`src/rtl/approx_mul_error_profiler_if.sv`:
```
// ----------------------------------------------------------------------------
// approx_mul_error_profiler_if
//
// Bundles the profiler's control/status signals, the operand/product link to
// the approximate multiplier under test and the error statistics.
//
// Modports:
//   master : the profiler; drives operands, status and statistics, receives
//            start/abort and the multiplier product.
//   slave  : the environment (host control plus multiplier under test).
//
// Signals:
//   start_i        begin a sweep (honoured in IDLE only)
//   abort_i        cancel a sweep / clear result_valid_o
//   x_o, y_o       multiplier operands (x is the high half of the sweep index)
//   z_approx_i     product returned by the multiplier
//   busy_o         high while sweeping or draining
//   done_o         one-cycle pulse when the statistics are final
//   result_valid_o statistics are final and held
//   err_cnt_o      number of pairs with a non-zero error distance
//   ed_sum_o       sum of error distances
//   ed_max_o       largest error distance
//   sq_sum_o       sum of squared error distances (zero when not built)
// ----------------------------------------------------------------------------
interface approx_mul_error_profiler_if #(
    parameter int unsigned OP_W = 8
);
    logic                  start_i;
    logic                  abort_i;
    logic [OP_W-1:0]       x_o;
    logic [OP_W-1:0]       y_o;
    logic [2*OP_W-1:0]     z_approx_i;
    logic                  busy_o;
    logic                  done_o;
    logic                  result_valid_o;
    logic [2*OP_W:0]       err_cnt_o;
    logic [4*OP_W-1:0]     ed_sum_o;
    logic [2*OP_W-1:0]     ed_max_o;
    logic [6*OP_W-1:0]     sq_sum_o;

    modport master (
        input  start_i,
        input  abort_i,
        input  z_approx_i,
        output x_o,
        output y_o,
        output busy_o,
        output done_o,
        output result_valid_o,
        output err_cnt_o,
        output ed_sum_o,
        output ed_max_o,
        output sq_sum_o
    );

    modport slave (
        output start_i,
        output abort_i,
        output z_approx_i,
        input  x_o,
        input  y_o,
        input  busy_o,
        input  done_o,
        input  result_valid_o,
        input  err_cnt_o,
        input  ed_sum_o,
        input  ed_max_o,
        input  sq_sum_o
    );
endinterface

```
`src/rtl/approx_mul_error_profiler.sv`:
```
// ----------------------------------------------------------------------------
// approx_mul_error_profiler
//
// Self-running characterisation stage for an OP_W x OP_W unsigned approximate
// multiplier. On start it walks every operand pair {x,y} = k, k = 0 .. 2^(2*OP_W)-1,
// one pair per cycle, compares each returned product with the exact product
// and accumulates the error count, the sum of error distances (ED) and the
// largest ED.
//
// Pipeline (pair k presented in sweep cycle k):
//   delay line : exact product delayed MUL_LAT cycles to line up with z_approx_i
//   stage A    : registers z, exact and valid at the end of cycle k+MUL_LAT
//   stage B    : registers ED = |z - exact| and ED != 0
//   stage C    : accumulates at the end of cycle k+MUL_LAT+2
//
// Optional feature (macro ERR_MSE_EN): a squarer in stage B and a sum-of-ED^2
// accumulator on sq_sum_o. Without the macro sq_sum_o is tied to zero.
//
// Ports:
//   clk  clock
//   rst  asynchronous active-high reset
//   bus  approx_mul_error_profiler_if.master (control, operands, statistics)
// ----------------------------------------------------------------------------
module approx_mul_error_profiler #(
    parameter int unsigned OP_W    = 8,
    parameter int unsigned MUL_LAT = 0
) (
    input  logic                                clk,
    input  logic                                rst,
    approx_mul_error_profiler_if.master         bus
);

    localparam int unsigned PW = 2 * OP_W;
    localparam logic [PW-1:0] KLast = '1;

    typedef enum logic [1:0] {StIdle, StSweep, StDrain, StDone} state_e;

    state_e          state_q;
    logic [PW-1:0]   k_q;
    logic            busy_q;
    logic            done_q;
    logic            result_valid_q;

    logic            clear_acc;
    logic            flush;
    logic            pipe_pending;

    // Start is honoured in IDLE only, and abort always wins over it.
    assign clear_acc = (state_q == StIdle) && bus.start_i && !bus.abort_i;
    assign flush     = ((state_q == StSweep) || (state_q == StDrain)) && bus.abort_i;

    // ------------------------------------------------------------------------
    // Control FSM with registered outputs
    // ------------------------------------------------------------------------
    always_ff @(posedge clk or posedge rst) begin
        if (rst) begin
            state_q        <= StIdle;
            k_q            <= '0;
            busy_q         <= 1'b0;
            done_q         <= 1'b0;
            result_valid_q <= 1'b0;
        end else begin
            done_q <= 1'b0;
            unique case (state_q)
                StIdle: begin
                    if (bus.abort_i) begin
                        result_valid_q <= 1'b0;
                    end else if (bus.start_i) begin
                        state_q        <= StSweep;
                        k_q            <= '0;
                        busy_q         <= 1'b1;
                        result_valid_q <= 1'b0;
                    end
                end
                StSweep: begin
                    if (bus.abort_i) begin
                        state_q        <= StIdle;
                        k_q            <= '0;
                        busy_q         <= 1'b0;
                        result_valid_q <= 1'b0;
                    end else if (k_q == KLast) begin
                        // Operands park at zero while the pipeline drains.
                        state_q <= StDrain;
                        k_q     <= '0;
                    end else begin
                        k_q <= k_q + PW'(1);
                    end
                end
                StDrain: begin
                    if (bus.abort_i) begin
                        state_q        <= StIdle;
                        busy_q         <= 1'b0;
                        result_valid_q <= 1'b0;
                    end else if (!pipe_pending) begin
                        // Only stage B may still hold a pair; it is accumulated
                        // on this same edge, so the results are final next cycle.
                        state_q        <= StDone;
                        busy_q         <= 1'b0;
                        done_q         <= 1'b1;
                        result_valid_q <= 1'b1;
                    end
                end
                StDone: begin
                    state_q <= StIdle;
                    if (bus.abort_i) begin
                        result_valid_q <= 1'b0;
                    end
                end
                default: begin
                    state_q <= StIdle;
                end
            endcase
        end
    end

    assign bus.x_o            = k_q[PW-1:OP_W];
    assign bus.y_o            = k_q[OP_W-1:0];
    assign bus.busy_o         = busy_q;
    assign bus.done_o         = done_q;
    assign bus.result_valid_o = result_valid_q;

    // ------------------------------------------------------------------------
    // Exact reference product and latency-matching delay line
    // ------------------------------------------------------------------------
    logic          src_valid;
    logic [PW-1:0] src_prod;
    logic          dl_valid;
    logic [PW-1:0] dl_prod;
    logic          dl_pending;

    assign src_valid = (state_q == StSweep);
    assign src_prod  = {{OP_W{1'b0}}, bus.x_o} * {{OP_W{1'b0}}, bus.y_o};

    if (MUL_LAT == 0) begin : g_no_delay
        assign dl_valid   = src_valid;
        assign dl_prod    = src_prod;
        assign dl_pending = 1'b0;
    end else begin : g_delay
        logic [PW-1:0]      prod_q [MUL_LAT];
        logic [MUL_LAT-1:0] valid_q;

        always_ff @(posedge clk or posedge rst) begin
            if (rst) begin
                valid_q <= '0;
                for (int i = 0; i < int'(MUL_LAT); i++) begin
                    prod_q[i] <= '0;
                end
            end else begin
                valid_q[0] <= src_valid && !flush;
                prod_q[0]  <= src_prod;
                for (int i = 1; i < int'(MUL_LAT); i++) begin
                    valid_q[i] <= valid_q[i-1] && !flush;
                    prod_q[i]  <= prod_q[i-1];
                end
            end
        end

        assign dl_valid   = valid_q[MUL_LAT-1];
        assign dl_prod    = prod_q[MUL_LAT-1];
        assign dl_pending = |valid_q;
    end

    // ------------------------------------------------------------------------
    // Stage A: capture product pair
    // ------------------------------------------------------------------------
    logic          a_valid_q;
    logic [PW-1:0] a_z_q;
    logic [PW-1:0] a_exact_q;

    always_ff @(posedge clk or posedge rst) begin
        if (rst) begin
            a_valid_q <= 1'b0;
            a_z_q     <= '0;
            a_exact_q <= '0;
        end else begin
            a_valid_q <= dl_valid && !flush;
            a_z_q     <= bus.z_approx_i;
            a_exact_q <= dl_prod;
        end
    end

    assign pipe_pending = dl_pending || a_valid_q;

    // ------------------------------------------------------------------------
    // Stage B: error distance (z may sit above or below the exact product)
    // ------------------------------------------------------------------------
    logic [PW-1:0] ed;
    logic          b_valid_q;
    logic          b_nz_q;
    logic [PW-1:0] b_ed_q;

    assign ed = (a_z_q >= a_exact_q) ? (a_z_q - a_exact_q) : (a_exact_q - a_z_q);

`ifdef ERR_MSE_EN
    logic [2*PW-1:0] ed_sq;
    logic [2*PW-1:0] b_sq_q;

    assign ed_sq = {{PW{1'b0}}, ed} * {{PW{1'b0}}, ed};

    always_ff @(posedge clk or posedge rst) begin
        if (rst) begin
            b_sq_q <= '0;
        end else begin
            b_sq_q <= ed_sq;
        end
    end
`endif

    always_ff @(posedge clk or posedge rst) begin
        if (rst) begin
            b_valid_q <= 1'b0;
            b_nz_q    <= 1'b0;
            b_ed_q    <= '0;
        end else begin
            b_valid_q <= a_valid_q && !flush;
            b_nz_q    <= (ed != '0);
            b_ed_q    <= ed;
        end
    end

    // ------------------------------------------------------------------------
    // Stage C: accumulators, wide enough for a full sweep without overflow
    // ------------------------------------------------------------------------
    logic [PW:0]       err_cnt_q;
    logic [4*OP_W-1:0] ed_sum_q;
    logic [PW-1:0]     ed_max_q;
    logic              acc_en;

    // A pair still in stage B when an abort lands is dropped with the rest.
    assign acc_en = b_valid_q && !flush;

    always_ff @(posedge clk or posedge rst) begin
        if (rst) begin
            err_cnt_q <= '0;
            ed_sum_q  <= '0;
            ed_max_q  <= '0;
        end else if (clear_acc) begin
            err_cnt_q <= '0;
            ed_sum_q  <= '0;
            ed_max_q  <= '0;
        end else if (acc_en) begin
            err_cnt_q <= err_cnt_q + {{PW{1'b0}}, b_nz_q};
            ed_sum_q  <= ed_sum_q + {{(4*OP_W-PW){1'b0}}, b_ed_q};
            if (b_ed_q > ed_max_q) begin
                ed_max_q <= b_ed_q;
            end
        end
    end

    assign bus.err_cnt_o = err_cnt_q;
    assign bus.ed_sum_o  = ed_sum_q;
    assign bus.ed_max_o  = ed_max_q;

`ifdef ERR_MSE_EN
    logic [6*OP_W-1:0] sq_sum_q;

    always_ff @(posedge clk or posedge rst) begin
        if (rst) begin
            sq_sum_q <= '0;
        end else if (clear_acc) begin
            sq_sum_q <= '0;
        end else if (acc_en) begin
            sq_sum_q <= sq_sum_q + {{(6*OP_W-2*PW){1'b0}}, b_sq_q};
        end
    end

    assign bus.sq_sum_o = sq_sum_q;
`else
    assign bus.sq_sum_o = '0;
`endif

endmodule

```
`src/flat_wrapper.sv`:
```
// flat-port wrapper written by rule: the top's interface ports become plain ports
module approx_mul_error_profiler_flat 
#(
    parameter int unsigned OP_W    = 8,
    parameter int unsigned MUL_LAT = 0
)
  (clk, rst, bus_start_i, bus_abort_i, bus_z_approx_i, bus_x_o, bus_y_o, bus_busy_o, bus_done_o, bus_result_valid_o, bus_err_cnt_o, bus_ed_sum_o, bus_ed_max_o, bus_sq_sum_o);
  approx_mul_error_profiler_if #(.OP_W(OP_W)) bus_i ();
  input  logic clk;
  input  logic rst;
  input wire logic [$bits(bus_i.start_i)-1:0] bus_start_i;
  input wire logic [$bits(bus_i.abort_i)-1:0] bus_abort_i;
  input wire logic [$bits(bus_i.z_approx_i)-1:0] bus_z_approx_i;
  output wire logic [$bits(bus_i.x_o)-1:0] bus_x_o;
  output wire logic [$bits(bus_i.y_o)-1:0] bus_y_o;
  output wire logic [$bits(bus_i.busy_o)-1:0] bus_busy_o;
  output wire logic [$bits(bus_i.done_o)-1:0] bus_done_o;
  output wire logic [$bits(bus_i.result_valid_o)-1:0] bus_result_valid_o;
  output wire logic [$bits(bus_i.err_cnt_o)-1:0] bus_err_cnt_o;
  output wire logic [$bits(bus_i.ed_sum_o)-1:0] bus_ed_sum_o;
  output wire logic [$bits(bus_i.ed_max_o)-1:0] bus_ed_max_o;
  output wire logic [$bits(bus_i.sq_sum_o)-1:0] bus_sq_sum_o;
  assign bus_i.start_i = bus_start_i;
  assign bus_i.abort_i = bus_abort_i;
  assign bus_i.z_approx_i = bus_z_approx_i;
  assign bus_x_o = bus_i.x_o;
  assign bus_y_o = bus_i.y_o;
  assign bus_busy_o = bus_i.busy_o;
  assign bus_done_o = bus_i.done_o;
  assign bus_result_valid_o = bus_i.result_valid_o;
  assign bus_err_cnt_o = bus_i.err_cnt_o;
  assign bus_ed_sum_o = bus_i.ed_sum_o;
  assign bus_ed_max_o = bus_i.ed_max_o;
  assign bus_sq_sum_o = bus_i.sq_sum_o;
  approx_mul_error_profiler #(.OP_W(OP_W), .MUL_LAT(MUL_LAT)) u_core (.clk(clk), .rst(rst), .bus(bus_i));
endmodule
```
`config.mk`:
```
export PLATFORM = sky130hd
export DESIGN_NAME = approx_mul_error_profiler_flat
export DESIGN_NICKNAME = d
export VERILOG_FILES = /design/src/rtl/approx_mul_error_profiler_if.sv /design/src/rtl/approx_mul_error_profiler.sv /design/src/flat_wrapper.sv
export SDC_FILE = /design/constraint.sdc
export NUM_CORES = 1
export LEC_CHECK = 0
export ABC_AREA = 1
export CORE_ASPECT_RATIO = 0.6
export CORE_MARGIN = 2
export CORE_UTILIZATION = 50
export CTS_CLUSTER_SIZE = 8
export DETAILED_ROUTE_END_ITERATION = 10
export PLACE_DENSITY = 0.73
export SETUP_SLACK_MARGIN = 0.15
export SYNTH_ARGS = -nofsm -noshare
export SYNTH_HDL_FRONTEND = slang
export SYNTH_SLANG_ARGS = --single-unit
```
`constraint.sdc`:
```
create_clock -name clk -period 13.2 [get_ports clk]
set_input_delay 1.32 -clock clk [delete_from_list [all_inputs] [get_ports clk]]
set_output_delay 1.32 -clock clk [all_outputs]
set_load 0.02 [all_outputs]
```
Word-level counts from Yosys, hierarchy flattened
Index checks and enable logic that the tools add are counted.
Storage, ports and cells
  memory bits (writable): 0
  logic and storage cells: 88
  bits in read-only memories: 0
  input bits: 20
  memories: 0
  bits in latches: 0
  bits in registers: 137
Operators by class
  divide/modulo/power cells: 0
  bitwise logic cells: 0
  add/subtract/negate cells: 5
  equal/unequal tests: 11
  mux-type cells: 34
  multipliers: 1
  magnitude comparators: 2
  shift-type cells: 0
  reductions and logical operators: 21
Operators with widths (number)
  2-to-1 mux 16 bit: 8
  2-to-1 mux 32 bit: 2
  2-to-1 mux 17 bit: 2
  adder 32 x 16 -> 32 bit: 1
  one-hot mux 16 bit (2 select lines): 1
  subtractor 16 bit: 2
  adder 17 x 1 -> 17 bit: 1
  adder 16 x 1 -> 16 bit (second input constant): 1
  equality test 16 bit (second input constant): 1
  greater-or-equal comparator 16 bit: 1
  greater-than comparator 16 bit: 1
  multiplier 8 x 8 -> 16 bit: 1
  nonzero test 16 bit: 1
  2-to-1 mux 1 bit: 12
  2-to-1 mux 2 bit: 6
  inequality test 3 bit (second input constant): 3
  one-hot mux 2 bit (4 select lines): 1
  logical AND 1 bit: 6
  inequality test 2 bit (second input constant): 3
  one-hot mux 1 bit (3 select lines): 2
  AND reduction 3 bit: 2
  nonzero test 2 bit: 3
  AND reduction 5 bit: 1
  equality test 2 bit (second input constant): 2
  other kinds (9): 10

Longest topological paths before layout
  depth after elaboration: 7
  mapped depth: 22
  mapped depth without buffers: 21

Worst setup path after synthesis
Ideal clock, no wire load.
  path kind: flip-flop to flip-flop
  start: register u_core.k_q[3]
  end: register u_core.a_exact_q[14]
  stages on the path, launching flop included: 21
  setup time: 116 ps
  clock period less this slack: 4350 ps
  setup slack: 8850 ps
  buffers on the path: 1
  data required time: 13084 ps
  arrival time: 4234 ps
  path through: dfrtp_1 > clkbuf_1 > nand2_1 > fa_1 > fa_1 > inv_1 > fa_1 > inv_1 > fa_1 > inv_1 > ha_1 > a21oi_1 > o21ai_0 > a21oi_1 > o21ai_0 > nand2_1 > nand2_1 > nand2_1 > nand2_1 > nand2_1 > nand2_1
Between the ends
  cells in the longest elaborated chain, start to end: 1
RTL lines
  from (decl): line approx_mul_error_profiler.sv:39  | logic [PW-1:0] k_q;
  from (signal assigned): line approx_mul_error_profiler.sv:86  | k_q <= k_q + PW'(1);
  multiplier 8 x 8 -> 16 bit: line approx_mul_error_profiler.sv:132  | assign src_prod = {{OP_W{1'b0}}, bus.x_o} * {{OP_W{1'b0}}, bus.y_o};
  named net u_core.dl_prod[14]: line approx_mul_error_profiler.sv:128  | logic [PW-1:0] dl_prod;
  to (signal assigned): line approx_mul_error_profiler.sv:178  | a_exact_q <= dl_prod;
  to (decl): line approx_mul_error_profiler.sv:168  | logic [PW-1:0] a_exact_q;
The timed path passes the listed nets, and every way through them passes these cells.
A chain may end at the register's enable or synchronous reset.

Worst setup path after layout
  start: register u_core.k_q[8]
  end: register u_core.a_exact_q[14]
Same word-level chain as after synthesis.

==> results.txt <==
----------------------------------------------------
[Status]
  Result of the run ... finished, final reports clean

[Synthesis]
  Number of enable-type register cells in the synthesized netlist ... 0
  Count of cell types in the netlist ... 50
  Post-synthesis sequential area ratio ... 29.5%
  Combined area of all synthesized cells ... between 10,000 and 15,000 µm²
  Cells after Synth ... roughly 1,600
  Proportion of synthesized flip-flops having asynchronous set or reset ... 100%
  Post-synthesis area per instance ... 7.29 µm²
  Ys flop type ... sky130_fd_sc_hd__dfrtp_1
  Top-area cell type share of the netlist area ... 29.5%
  Post-synthesis register bit count ... around 140
  Top post-synthesis cells by area ... sky130_fd_sc_hd__dfrtp_1 30%, sky130_fd_sc_hd__nand2_1 14%, sky130_fd_sc_hd__ha_1 12%
  Largest area contributor in the netlist ... sky130_fd_sc_hd__dfrtp_1
  Synth warn ... 0

[Critical path]
  Crit Path Category ... flip-flop to flip-flop
  Startpoint of the worst register-to-register path ... u_core.k_q[8]
  FF-to-FF setup slack ... between 8 and 9 ns
  Arrival time at the worst endpoint ... around 4.9 ns
  Depth of the worst register-to-register path ... 19
  Category of cells accounting for the largest share of critical-path delay ... adder cells
  Worst Path Max Fanout ... 11
  Slowest stage cell, crit path ... sky130_fd_sc_hd__dfrtp_1
  Worst reg2reg endpoint ... u_core.a_exact_q[14]
  Slowest Stage Delay on Critical Path ... 0.59 ns
  Cell mode on critical path ... sky130_fd_sc_hd__nand2_1
  CP Buf/Inv Count ... 3
  Data required, critical path ... 13.53 ns
  Startpoint kind of the worst setup timing path ... flip-flop
  Worst Setup End Kind ... flip-flop
  Cells along the critical path ... nand2_1 -> fa_1 -> fa_1 -> inv_1 -> fa_1 -> inv_1 -> fa_1 -> inv_1 -> ha_1 -> a21oi_1 -> o21ai_0 -> a21oi_1 -> o21ai_0 -> nand2_1 -> nand2_1 -> nand2_1 -> nand2_1 -> nand2_1 -> nand2_1

[STA]
  Minimum period implied by the final worst setup slack ... 4.58 ns
  TNS Setup ... 0 ns
  Number of pins with negative max-slew slack in the final report ... 0
  Unrepaired setup endpoints after global routing ... no
  Number of endpoints with negative hold slack in the final report ... 0
  Achievable Freq ... approximately 220 MHz
  Number of endpoints failing setup at the final stage ... 0
  Worst-margin pin slew ... 0.837 ns
  Slew Limit Headroom ... 44.2%
  Final worst clock skew ... approximately 0.011 ns
  Fraction of the cycle the final worst path needs ... 34.7%

[Placement]
  Instance area at placement ... 12,700 µm²
  Final HPWL from detailed placement ... about 23 mm
  Routability-driven placement congestion ratio ... approximately 0.94
  Number of port buffers ... 103

[Die]
  Num ports ... 152
  Die Wd ... roughly 200 µm
  Std-Cell Rows ... 43
  Die area ... 24,500 µm²
  Vertical die dimension ... 122 µm
  Initial core utilization ... 50.6%
  Area of the core ... between 20,000 and 25,000 µm²

[Run]
  Maxcap violations ... 0

[Power and ir drop]
  Internal power component ... 1.01 mW
  Net switching power of the design ... 0.714 mW
  Switching share of total power ... between 40% and 50%
  Combinational share of power ... 39.8%
  Static leakage ... 7.24 nW
  Largest vdd supply drop ... around 0.000097 V
  Proportion of power drawn by flip-flops and latches ... 32.2%
  Clock network fraction of total power ... 27.9%
  Power density of the placed cells ... between 100 and 150 nW/µm²

[Detailed routing]
  Length of the first detailed-routing pass in iterations ... 5
  Residual DRC ... 0
  Vias post-DR ... just over 10,000
  Vias per cell ... 5.15
  Antenna violation net count after detailed routing ... 0
  Initial detailed-routing violation count ... 869
  Total wire length after detailed routing ... 30.0 mm
  Average wire per cell in the routed design ... 14.9 µm

[Clocking]
  Clock transition at the registers of the reported paths ... 0.06 ns
  Maximum level of the CTS H-tree ... 4
  Post-CTS Repair Setup Buffers ... 0
  Clock sink count ... 137
  Number of clock buffers inserted by TritonCTS ... 17
  CTS Root Buffer Type ... sky130_fd_sc_hd__clkbuf_16
  Maximum root-to-sink buffer count ... 2
  CTS tree ... done
  Number of hold-repair buffers added at the cts stage ... 0
  PostCTS Resize Cnt ... 0
  Clock latency at the later pin of the worst-skew pair ... 0.44 ns

[Global route]
  Via count of the first global-routing pass ... ~9,500
  Largest net degree at the start of global routing ... 81
  Overall global routing resource usage ... 25.2%
  First-pass GRT wire length ... 48.9 mm
  Initial antenna violation count ... 0
  Gr ovfl total ... 0

[Layout]
  Layout cells sized above 1 ... under 10%
  Most common cell after layout, fill and taps aside ... sky130_fd_sc_hd__nand2_1
  Final cell area excluding filler cells ... 13,200 µm²
  Synthesis-to-layout area growth ... 14.0%
  Final antenna diode count ... 0
  Fin nets ... 1,845
  Post-Route Utilization ... a little under 60%
  Top library cells by usage in the layout, fill and taps aside ... 421 x sky130_fd_sc_hd__nand2_1, 286 x sky130_fd_sc_hd__inv_1, 137 x sky130_fd_sc_hd__dfrtp_1

[Hold path]
  Hold Path Class ... flip-flop to flip-flop
  Hold worst-path end ... u_core.bus.done_o
  Origin of the worst min-delay path ... u_core.a_valid_q
  Hold Path Depth ... 1

----------------------------------------------------
[stage by stage]
| step | worst slack [ns] | power (mW) | hold slack (ns) | std cells |
|---|---|---|---|---|
| after detailed placement | 8.68 | 1.24 | 0.444 | 1975 |
| final | 8.62 | 1.73 | 0.458 | 2007 |
| after CTS | 8.67 | 1.73 | 0.453 | 2007 |
| after global placement | 8.80 | 1.22 | 0.452 | 1975 |
| after floorplan | 8.21 | 1.02 | 0.417 | 1640 |
| after global routing | 8.38 | 1.84 | 0.483 | 2007 |
[how the worst max path moves through the flow]
stage | startpoint | endpoint | slack, ns | depth (start not counted)
3_3_place_gp | u_core.k_q[6] | u_core.a_exact_q[14] | 8.80 | 19
3_5_place_dp | u_core.k_q[11] | u_core.a_exact_q[14] | 8.68 | 19
2_1_floorplan | rst | u_core.a_exact_q[0] | 8.21 | 1
6_report | u_core.k_q[8] | u_core.a_exact_q[14] | 8.62 | 19
4_1_cts | u_core.k_q[11] | u_core.a_exact_q[14] | 8.67 | 19
5_1_grt | u_core.k_q[3] | u_core.a_exact_q[14] | 8.38 | 19
[Yosys cell counts (2+ instances only)]
library cell	count
sky130_fd_sc_hd__nand2_1	421
sky130_fd_sc_hd__inv_1	287
sky130_fd_sc_hd__dfrtp_1	137
sky130_fd_sc_hd__ha_1	107
sky130_fd_sc_hd__nand3_1	103
sky130_fd_sc_hd__nor2_1	103
sky130_fd_sc_hd__a21oi_1	90
sky130_fd_sc_hd__o21ai_0	57
sky130_fd_sc_hd__buf_4	50
sky130_fd_sc_hd__fa_1	39
sky130_fd_sc_hd__nand2_2	22
sky130_fd_sc_hd__nand4_1	22
sky130_fd_sc_hd__xor2_1	18
sky130_fd_sc_hd__nor3_1	15
sky130_fd_sc_hd__buf_2	13
sky130_fd_sc_hd__clkbuf_1	13
sky130_fd_sc_hd__xnor2_1	12
sky130_fd_sc_hd__inv_2	7
sky130_fd_sc_hd__a31oi_1	5
sky130_fd_sc_hd__buf_6	5
sky130_fd_sc_hd__nor2_2	5
sky130_fd_sc_hd__nand3b_1	4
sky130_fd_sc_hd__nor4_1	4
sky130_fd_sc_hd__o31ai_1	4
sky130_fd_sc_hd__a21o_1	3
sky130_fd_sc_hd__a22o_1	3
sky130_fd_sc_hd__a32o_1	3
sky130_fd_sc_hd__and2_1	3
sky130_fd_sc_hd__buf_1	3
sky130_fd_sc_hd__nand2_4	3
sky130_fd_sc_hd__nor2_4	3
sky130_fd_sc_hd__nor3_2	3
sky130_fd_sc_hd__o21ai_1	3
sky130_fd_sc_hd__or2_2	3
sky130_fd_sc_hd__a211oi_1	2
sky130_fd_sc_hd__clkinv_2	2
sky130_fd_sc_hd__nand3_2	2
sky130_fd_sc_hd__o21a_1	2
[cell families after synthesis]
| group | share of synthesized area, % |
|---|---|
| AOI/OAI and AO/OA | 8.36 |
| xor gates and xnor gates | 2.26 |
| DFF | 29.5 |
| and+or+nand+nor | 27.0 |
| buffers and inverters | 14.6 |
| adders and majority gates | 18.3 |
| other | 0.0323 |
[power groups by stage]
stage                     registers [mW]  clock network (mW)  logic [mW]
after floorplan                    0.596                   0       0.421
after global placement             0.562                   0       0.661
after detailed placement           0.563                   0       0.676
after CTS                          0.556               0.488       0.681
after global routing               0.565               0.508       0.768
final                              0.557               0.483       0.688
[flip-flops by register name, indices dropped and copies added (netlist names)]
register / count
u_core.a_exact_q: 16
u_core.a_valid_q: 1
u_core.a_z_q: 16
u_core.b_ed_q: 16
u_core.b_nz_q: 1
u_core.b_valid_q: 1
u_core.bus.busy_o: 1
u_core.bus.done_o: 1
u_core.bus.ed_max_o: 16
u_core.bus.ed_sum_o: 32
u_core.bus.err_cnt_o: 17
u_core.bus.result_valid_o: 1
u_core.k_q: 16
u_core.state_q: 2
[final cells by class]
| type | instances | area (µm²) |
|---|---|---|
| clock buffers | 23 | 498 |
| repair buffers | 105 | 1050 |
| fillers | 2148 | 9730 |
| multi-input cells | 1121 | 6670 |
| flip-flops and latches | 137 | 3430 |
| well taps | 315 | 394 |
| inverters | 297 | 1120 |
| clock inverters | 9 | 88.8 |
[per-layer routing]
| layer | track usage (%) | share of wire [%] | vias to the layer above |
|---|---|---|---|
| li1 | - | - | 5063 |
| met1 | 38.8 | 50 | 4857 |
| met2 | 35.8 | 40 | 380 |
| met3 | 5.24 | 8.2 | 30 |
| met4 | 5.46 | 1.1 | 0 |
| met5 | 0 | 0 | - |
Power figures use the tool's default switching activity.
